### src/rtl/instr_encoder.sv
// Streaming RV32I instruction encoder: packs decoded fields and a sign-extended
// immediate into a 32-bit instruction word through a two-stage valid/ready pipe.
module instr_encoder #(
    parameter int ERR_CNT_W = 8
) (
    input  logic                 i_clk,
    input  logic                 i_rst,
    input  logic                 i_flush,
    input  logic                 i_in_valid,
    output logic                 o_in_ready,
    input  logic [6:0]           i_opcode,
    input  logic [4:0]           i_rd,
    input  logic [4:0]           i_rs1,
    input  logic [4:0]           i_rs2,
    input  logic [2:0]           i_funct3,
    input  logic [6:0]           i_funct7,
    input  logic [31:0]          i_imm,
    output logic                 o_out_valid,
    input  logic                 i_out_ready,
    output logic [31:0]          o_instr,
    output logic                 o_err,
    output logic [ERR_CNT_W-1:0] o_err_cnt
);

    localparam logic [6:0] OP_I   = 7'b0010011;
    localparam logic [6:0] OP_LD  = 7'b0000011;
    localparam logic [6:0] OP_S   = 7'b0100011;
    localparam logic [6:0] OP_B   = 7'b1100011;
    localparam logic [6:0] OP_J   = 7'b1101111;
    localparam logic [6:0] OP_JR  = 7'b1100111;
    localparam logic [6:0] OP_U   = 7'b0110111;
    localparam logic [6:0] OP_UPC = 7'b0010111;
    localparam logic [6:0] OP_R   = 7'b0110011;

    typedef struct packed {
        logic [6:0]  opcode;
        logic [4:0]  rd;
        logic [4:0]  rs1;
        logic [4:0]  rs2;
        logic [2:0]  funct3;
        logic [6:0]  funct7;
        logic [31:0] imm;
    } fields_t;

    fields_t              in_fields;
    fields_t              s1_q, s1_d;
    logic                 s1_v_q, s1_v_d;
    logic                 s1_err_q, s1_err_d;
    logic                 s2_v_q, s2_v_d;
    logic                 s2_err_q, s2_err_d;
    logic [31:0]          s2_instr_q, s2_instr_d;
    logic [ERR_CNT_W-1:0] err_cnt_q, err_cnt_d;
    logic [31:0]          packed_instr;
    logic                 in_err;
    logic                 sext11, sext12, sext20;
    logic                 s1_load, s2_load, out_fire;

    assign in_fields = {i_opcode, i_rd, i_rs1, i_rs2, i_funct3, i_funct7, i_imm};

    assign o_in_ready = ~s1_v_q | ~s2_v_q | i_out_ready;
    assign s1_load    = i_in_valid & o_in_ready & ~i_flush;
    assign s2_load    = s1_v_q & (~s2_v_q | i_out_ready);
    assign out_fire   = s2_v_q & i_out_ready;

    // An immediate fits an N-bit signed field when all bits above it copy the sign
    assign sext11 = (&i_imm[31:11]) | ~(|i_imm[31:11]);
    assign sext12 = (&i_imm[31:12]) | ~(|i_imm[31:12]);
    assign sext20 = (&i_imm[31:20]) | ~(|i_imm[31:20]);

    always_comb begin
        in_err = 1'b1;
        case (i_opcode)
            OP_I, OP_LD, OP_JR, OP_S: in_err = ~sext11;
            OP_B:                     in_err = i_imm[0] | ~sext12;
            OP_J:                     in_err = i_imm[0] | ~sext20;
            OP_U, OP_UPC:             in_err = |i_imm[11:0];
            OP_R:                     in_err = 1'b0;
            default:                  in_err = 1'b1;
        endcase
    end

    // Out-of-range immediates are still packed (truncated); unknown opcodes pack to zero
    always_comb begin
        packed_instr = 32'd0;
        case (s1_q.opcode)
            OP_R:
                packed_instr = {s1_q.funct7, s1_q.rs2, s1_q.rs1, s1_q.funct3,
                                s1_q.rd, s1_q.opcode};
            OP_I, OP_LD, OP_JR:
                packed_instr = {s1_q.imm[11:0], s1_q.rs1, s1_q.funct3,
                                s1_q.rd, s1_q.opcode};
            OP_S:
                packed_instr = {s1_q.imm[11:5], s1_q.rs2, s1_q.rs1, s1_q.funct3,
                                s1_q.imm[4:0], s1_q.opcode};
            OP_B:
                packed_instr = {s1_q.imm[12], s1_q.imm[10:5], s1_q.rs2, s1_q.rs1,
                                s1_q.funct3, s1_q.imm[4:1], s1_q.imm[11], s1_q.opcode};
            OP_J:
                packed_instr = {s1_q.imm[20], s1_q.imm[10:1], s1_q.imm[11],
                                s1_q.imm[19:12], s1_q.rd, s1_q.opcode};
            OP_U, OP_UPC:
                packed_instr = {s1_q.imm[31:12], s1_q.rd, s1_q.opcode};
            default:
                packed_instr = 32'd0;
        endcase
    end

    always_comb begin
        s1_d       = s1_load ? in_fields : s1_q;
        s1_err_d   = s1_load ? in_err : s1_err_q;
        s2_instr_d = s2_load ? packed_instr : s2_instr_q;
        s2_err_d   = s2_load ? s1_err_q : s2_err_q;
        s1_v_d     = s1_load | (s1_v_q & ~s2_load);
        s2_v_d     = s2_load | (s2_v_q & ~i_out_ready);
        err_cnt_d  = err_cnt_q;
        if (i_flush) begin
            s1_v_d = 1'b0;
            s2_v_d = 1'b0;
        end else if (out_fire && s2_err_q && !(&err_cnt_q)) begin
            err_cnt_d = err_cnt_q + ERR_CNT_W'(1);
        end
    end

    always_ff @(posedge i_clk or posedge i_rst) begin
        if (i_rst) begin
            s1_q       <= '0;
            s1_v_q     <= 1'b0;
            s1_err_q   <= 1'b0;
            s2_v_q     <= 1'b0;
            s2_err_q   <= 1'b0;
            s2_instr_q <= 32'd0;
            err_cnt_q  <= '0;
        end else begin
            s1_q       <= s1_d;
            s1_v_q     <= s1_v_d;
            s1_err_q   <= s1_err_d;
            s2_v_q     <= s2_v_d;
            s2_err_q   <= s2_err_d;
            s2_instr_q <= s2_instr_d;
            err_cnt_q  <= err_cnt_d;
        end
    end

    assign o_out_valid = s2_v_q;
    assign o_instr     = s2_instr_q;
    assign o_err       = s2_err_q;
    assign o_err_cnt   = err_cnt_q;

endmodule
### config.mk
export PLATFORM = sky130hd
export DESIGN_NAME = instr_encoder
export DESIGN_NICKNAME = d
export VERILOG_FILES = /design/src/rtl/instr_encoder.sv
export SDC_FILE = /design/constraint.sdc
export NUM_CORES = 1
export LEC_CHECK = 0
export ABC_AREA = 1
export CAP_MARGIN = 20
export CORE_ASPECT_RATIO = 0.5
export CORE_UTILIZATION = 40
export DETAILED_ROUTE_END_ITERATION = 16
export GPL_TIMING_DRIVEN = 0
export PLACE_DENSITY = 0.68
export SETUP_SLACK_MARGIN = 0.05
export SYNTH_ARGS = -nofsm -noshare
export SYNTH_HDL_FRONTEND = slang
export SYNTH_SLANG_ARGS = --single-unit
### constraint.sdc
create_clock -name i_clk -period 3.4 [get_ports i_clk]
set_input_delay 0.68 -clock i_clk [delete_from_list [all_inputs] [get_ports i_clk]]
set_output_delay 0.68 -clock i_clk [all_outputs]
set_load 0.1 [all_outputs]
==> results.cfg <==
[timing]
worstMarginPinSlew_ns = 1.01
rsz0062_at_grt = false
tns_ns = 0
finalCritPeriodShare = 0.920
finalClockSkew_ns = 0.00649
max_freq_mhz = 320
hold_slack_ns = 0.477
finalHoldViolations = 0
fin_crit_ns = 3.13
maxSlewViolCount = 0
relSlewSlack = 0.327
setup_viol_count_final = 0

[clock_tree]
clkSinkCount = 108
cts-root-buf = clkbuf_16
cts_tree = done
post_cts_resize_count = 0
numCtsBuffers = 9
clkSlewWorstSetupHoldPaths_ns = 0.07
clock_latency_ns = 0.35
clock_path_buffers = 2
ctsHoldBuffers = 0
post_cts_buffers = 0
cts_max_level = 3

[layout]
fill_cells = 1194
instances_no_fill = 1005
synthToLayoutAreaGrowth_pct = 32.3
seqCellArea_sq_um = 2700
nets = 900
drive_gt1_frac = 0.0431
antenna_cells = 0
multiInputGateArea_sq_um = 2160

[pwr]
total_leakage_power_nw = 3.48
worst_ir_drop_vdd_uv = 663
p_total_w = 0.00346
p_per_area_nw_per_um2 = 497

[route]
drcViolationCount = 0
vias = 4854
wl_per_cell_um = 14.6
drt_first_pass_iters = 5
viasPerCell = 4.83
drt_wl_total_um = 14700
final_antenna_net_count = 0
drtIter0Drc = 289

[yosys]
synth_cell_types = 29
synth_edf_count = 0
syn_inst = 705
postSynthAreaPerCell_sq_um = 7.47
synthArstFlopShare = 1.00
synth.net_count = 775
yosysMostFrequentCell = nand2_1
synth_top_area_share = 0.513
synth_flop_cell = dfrtp_1
ys_seq_area_frac = 0.513
synth.yosys.warnings = 0
synth_area_leaders = dfrtp_1 (51%), nand2_1 (21%), o21ai_0 (7.3%)
ys_ff_latch = 108
synth_top_area_cell = dfrtp_1
synth_commonest_cells = nand2_1 (296), dfrtp_1 (108), inv_1 (82)
netlist_area_sq_um = 5270

[grt]
track_usage = 0.226
grt_pass1_wl_um = 23600
grt_pass1_vias = 4580
antenna_found_initial = 0
grt.overflow.total = 0
grt_max_degree = 42

[place]
hpwl_um = 11500
place_congestion = 0.896
io_buffers = 111
placedCellCount = 989

[worst_setup_path]
r2r_cells = 7
crit_chain = clkdlybuf4s50_1, inv_1, nand3_1, clkdlybuf4s50_1
endpoint_kind = primary output
crit_cells = 4
cp_top_family = buffers and inverters
crit_top_cell = clkdlybuf4s50_1
slowest_delay_ns = 1.14
cp_slowest_cell = clkdlybuf4s50_1
cp_max_fo = 3
critical_path_arrival_ns = 2.45
crit_type = input port to primary output
start_kind = input port
cp.buffers_inverters = 3
worstPathRequired_ns = 2.72

[floorplan]
die-height_um = 83.1
core_sq_um = 12700
start_util = 0.413
io_pins = 112
num_rows = 29
die_w_um = 164
dieArea_sq_um = 13700

[status]
status = finished clean

[run]
drv_cap = 0

[worst_hold_path]
whs_path_depth = 2
hold_class = flop to flop
-- worst reg2reg max path, stage by stage (launching register included) --
cell	delay [ns]
dfrtp_1	0.47
nor3_4	0.35
nand2_1	0.16
a21oi_4	0.29
nor2_4	0.10
o21ai_0	0.27
nand2_1	0.08
nand2_1	0.07
-- metal layers --
| layer | GRT usage | vias to the layer above | share of wire |
|---|---|---|---|
| met1 | 0.346 | 2290 | 0.52 |
| met5 | 0 | - | 0 |
| met4 | 0.0522 | 0 | 0.0089 |
| met2 | 0.319 | 120 | 0.41 |
| met3 | 0.0544 | 11 | 0.063 |
| li1 | - | 2433 | - |
-- through the flow --
| stage | cell area, sq um | util | worst slack (ns) |
|---|---|---|---|
| global route | 6960 | 0.547 | 0.224 |
| global placement | 6590 | 0.518 | 0.270 |
| finish | 6960 | 0.547 | 0.271 |
| floorplan | 5270 | - | 0.266 |
| detailed placement | 6650 | 0.522 | 0.272 |
| CTS | 6960 | 0.547 | 0.266 |
-- cell families (layout without fill, tap and decap cells) --
kind of cell | Yosys count | in the layout | share of synthesized area
xor gates and xnor gates | 6 | 6 | 0.00998
adders and majority gates | 1 | 1 | 0.00238
and+or+nand+nor | 390 | 390 | 0.299
buffers and inverters | 103 | 233 | 0.0765
AOI/OAI and AO/OA | 97 | 97 | 0.0989
DFF | 108 | 108 | 0.513
-- placed cells by master, fill, tap and decap left out, drive strengths merged, types with 9 or more instances in the layout --
| cell type | count |
|---|---|
| clkdlybuf4s50 | 111 |
| dfrtp | 108 |
| a21oi | 14 |
| o21ai | 78 |
| nor2 | 51 |
| inv | 82 |
| clkbuf | 24 |
| buf | 9 |
| nand2 | 298 |
| nand3 | 28 |
-- registers in the layout, summed over array words and instances, names as in the netlist --
signal       cells
s1_v_q           1
s1_q            64
o_out_valid      1
s1_err_q         1
o_err_cnt        8
o_instr         32
o_err            1
-- final cells by class --
cell class,instances,area share
Buffer,20,0.0131
Clock buffer,10,0.0343
Clock inverter,6,0.0104
Inverter,83,0.0453
Multi-Input combinational cell,494,0.310
Sequential cell,108,0.388
Tap cell,170,0.0305
Timing Repair Buffer,114,0.168
-- power breakdown --
part           total, W  switching, W  internal (W)
registers       0.00155      0.000123       0.00143
clock network   0.00108      0.000485      0.000598
logic          0.000824      0.000578      0.000245
-- final timing paths --
path	startpoint	endpoint	slack, ns
setup / recovery	i_out_ready	o_in_ready	0.27
hold / removal	s1_q[51]$_DFFE_PP0P_	s1_q[51]$_DFFE_PP0P_	0.48
setup reg to reg	s1_q[60]$_DFFE_PP0P_	o_instr[16]$_DFFE_PP0P_	1.54
hold reg to reg	s1_q[51]$_DFFE_PP0P_	s1_q[51]$_DFFE_PP0P_	0.48
max in group asynchronous	i_rst	s1_q[0]$_DFFE_PP0P_	1.85
min in group asynchronous	i_rst	o_err_cnt[2]$_DFFE_PP0P_	0.61
No activity file was read; power rests on OpenSTA's default activity.
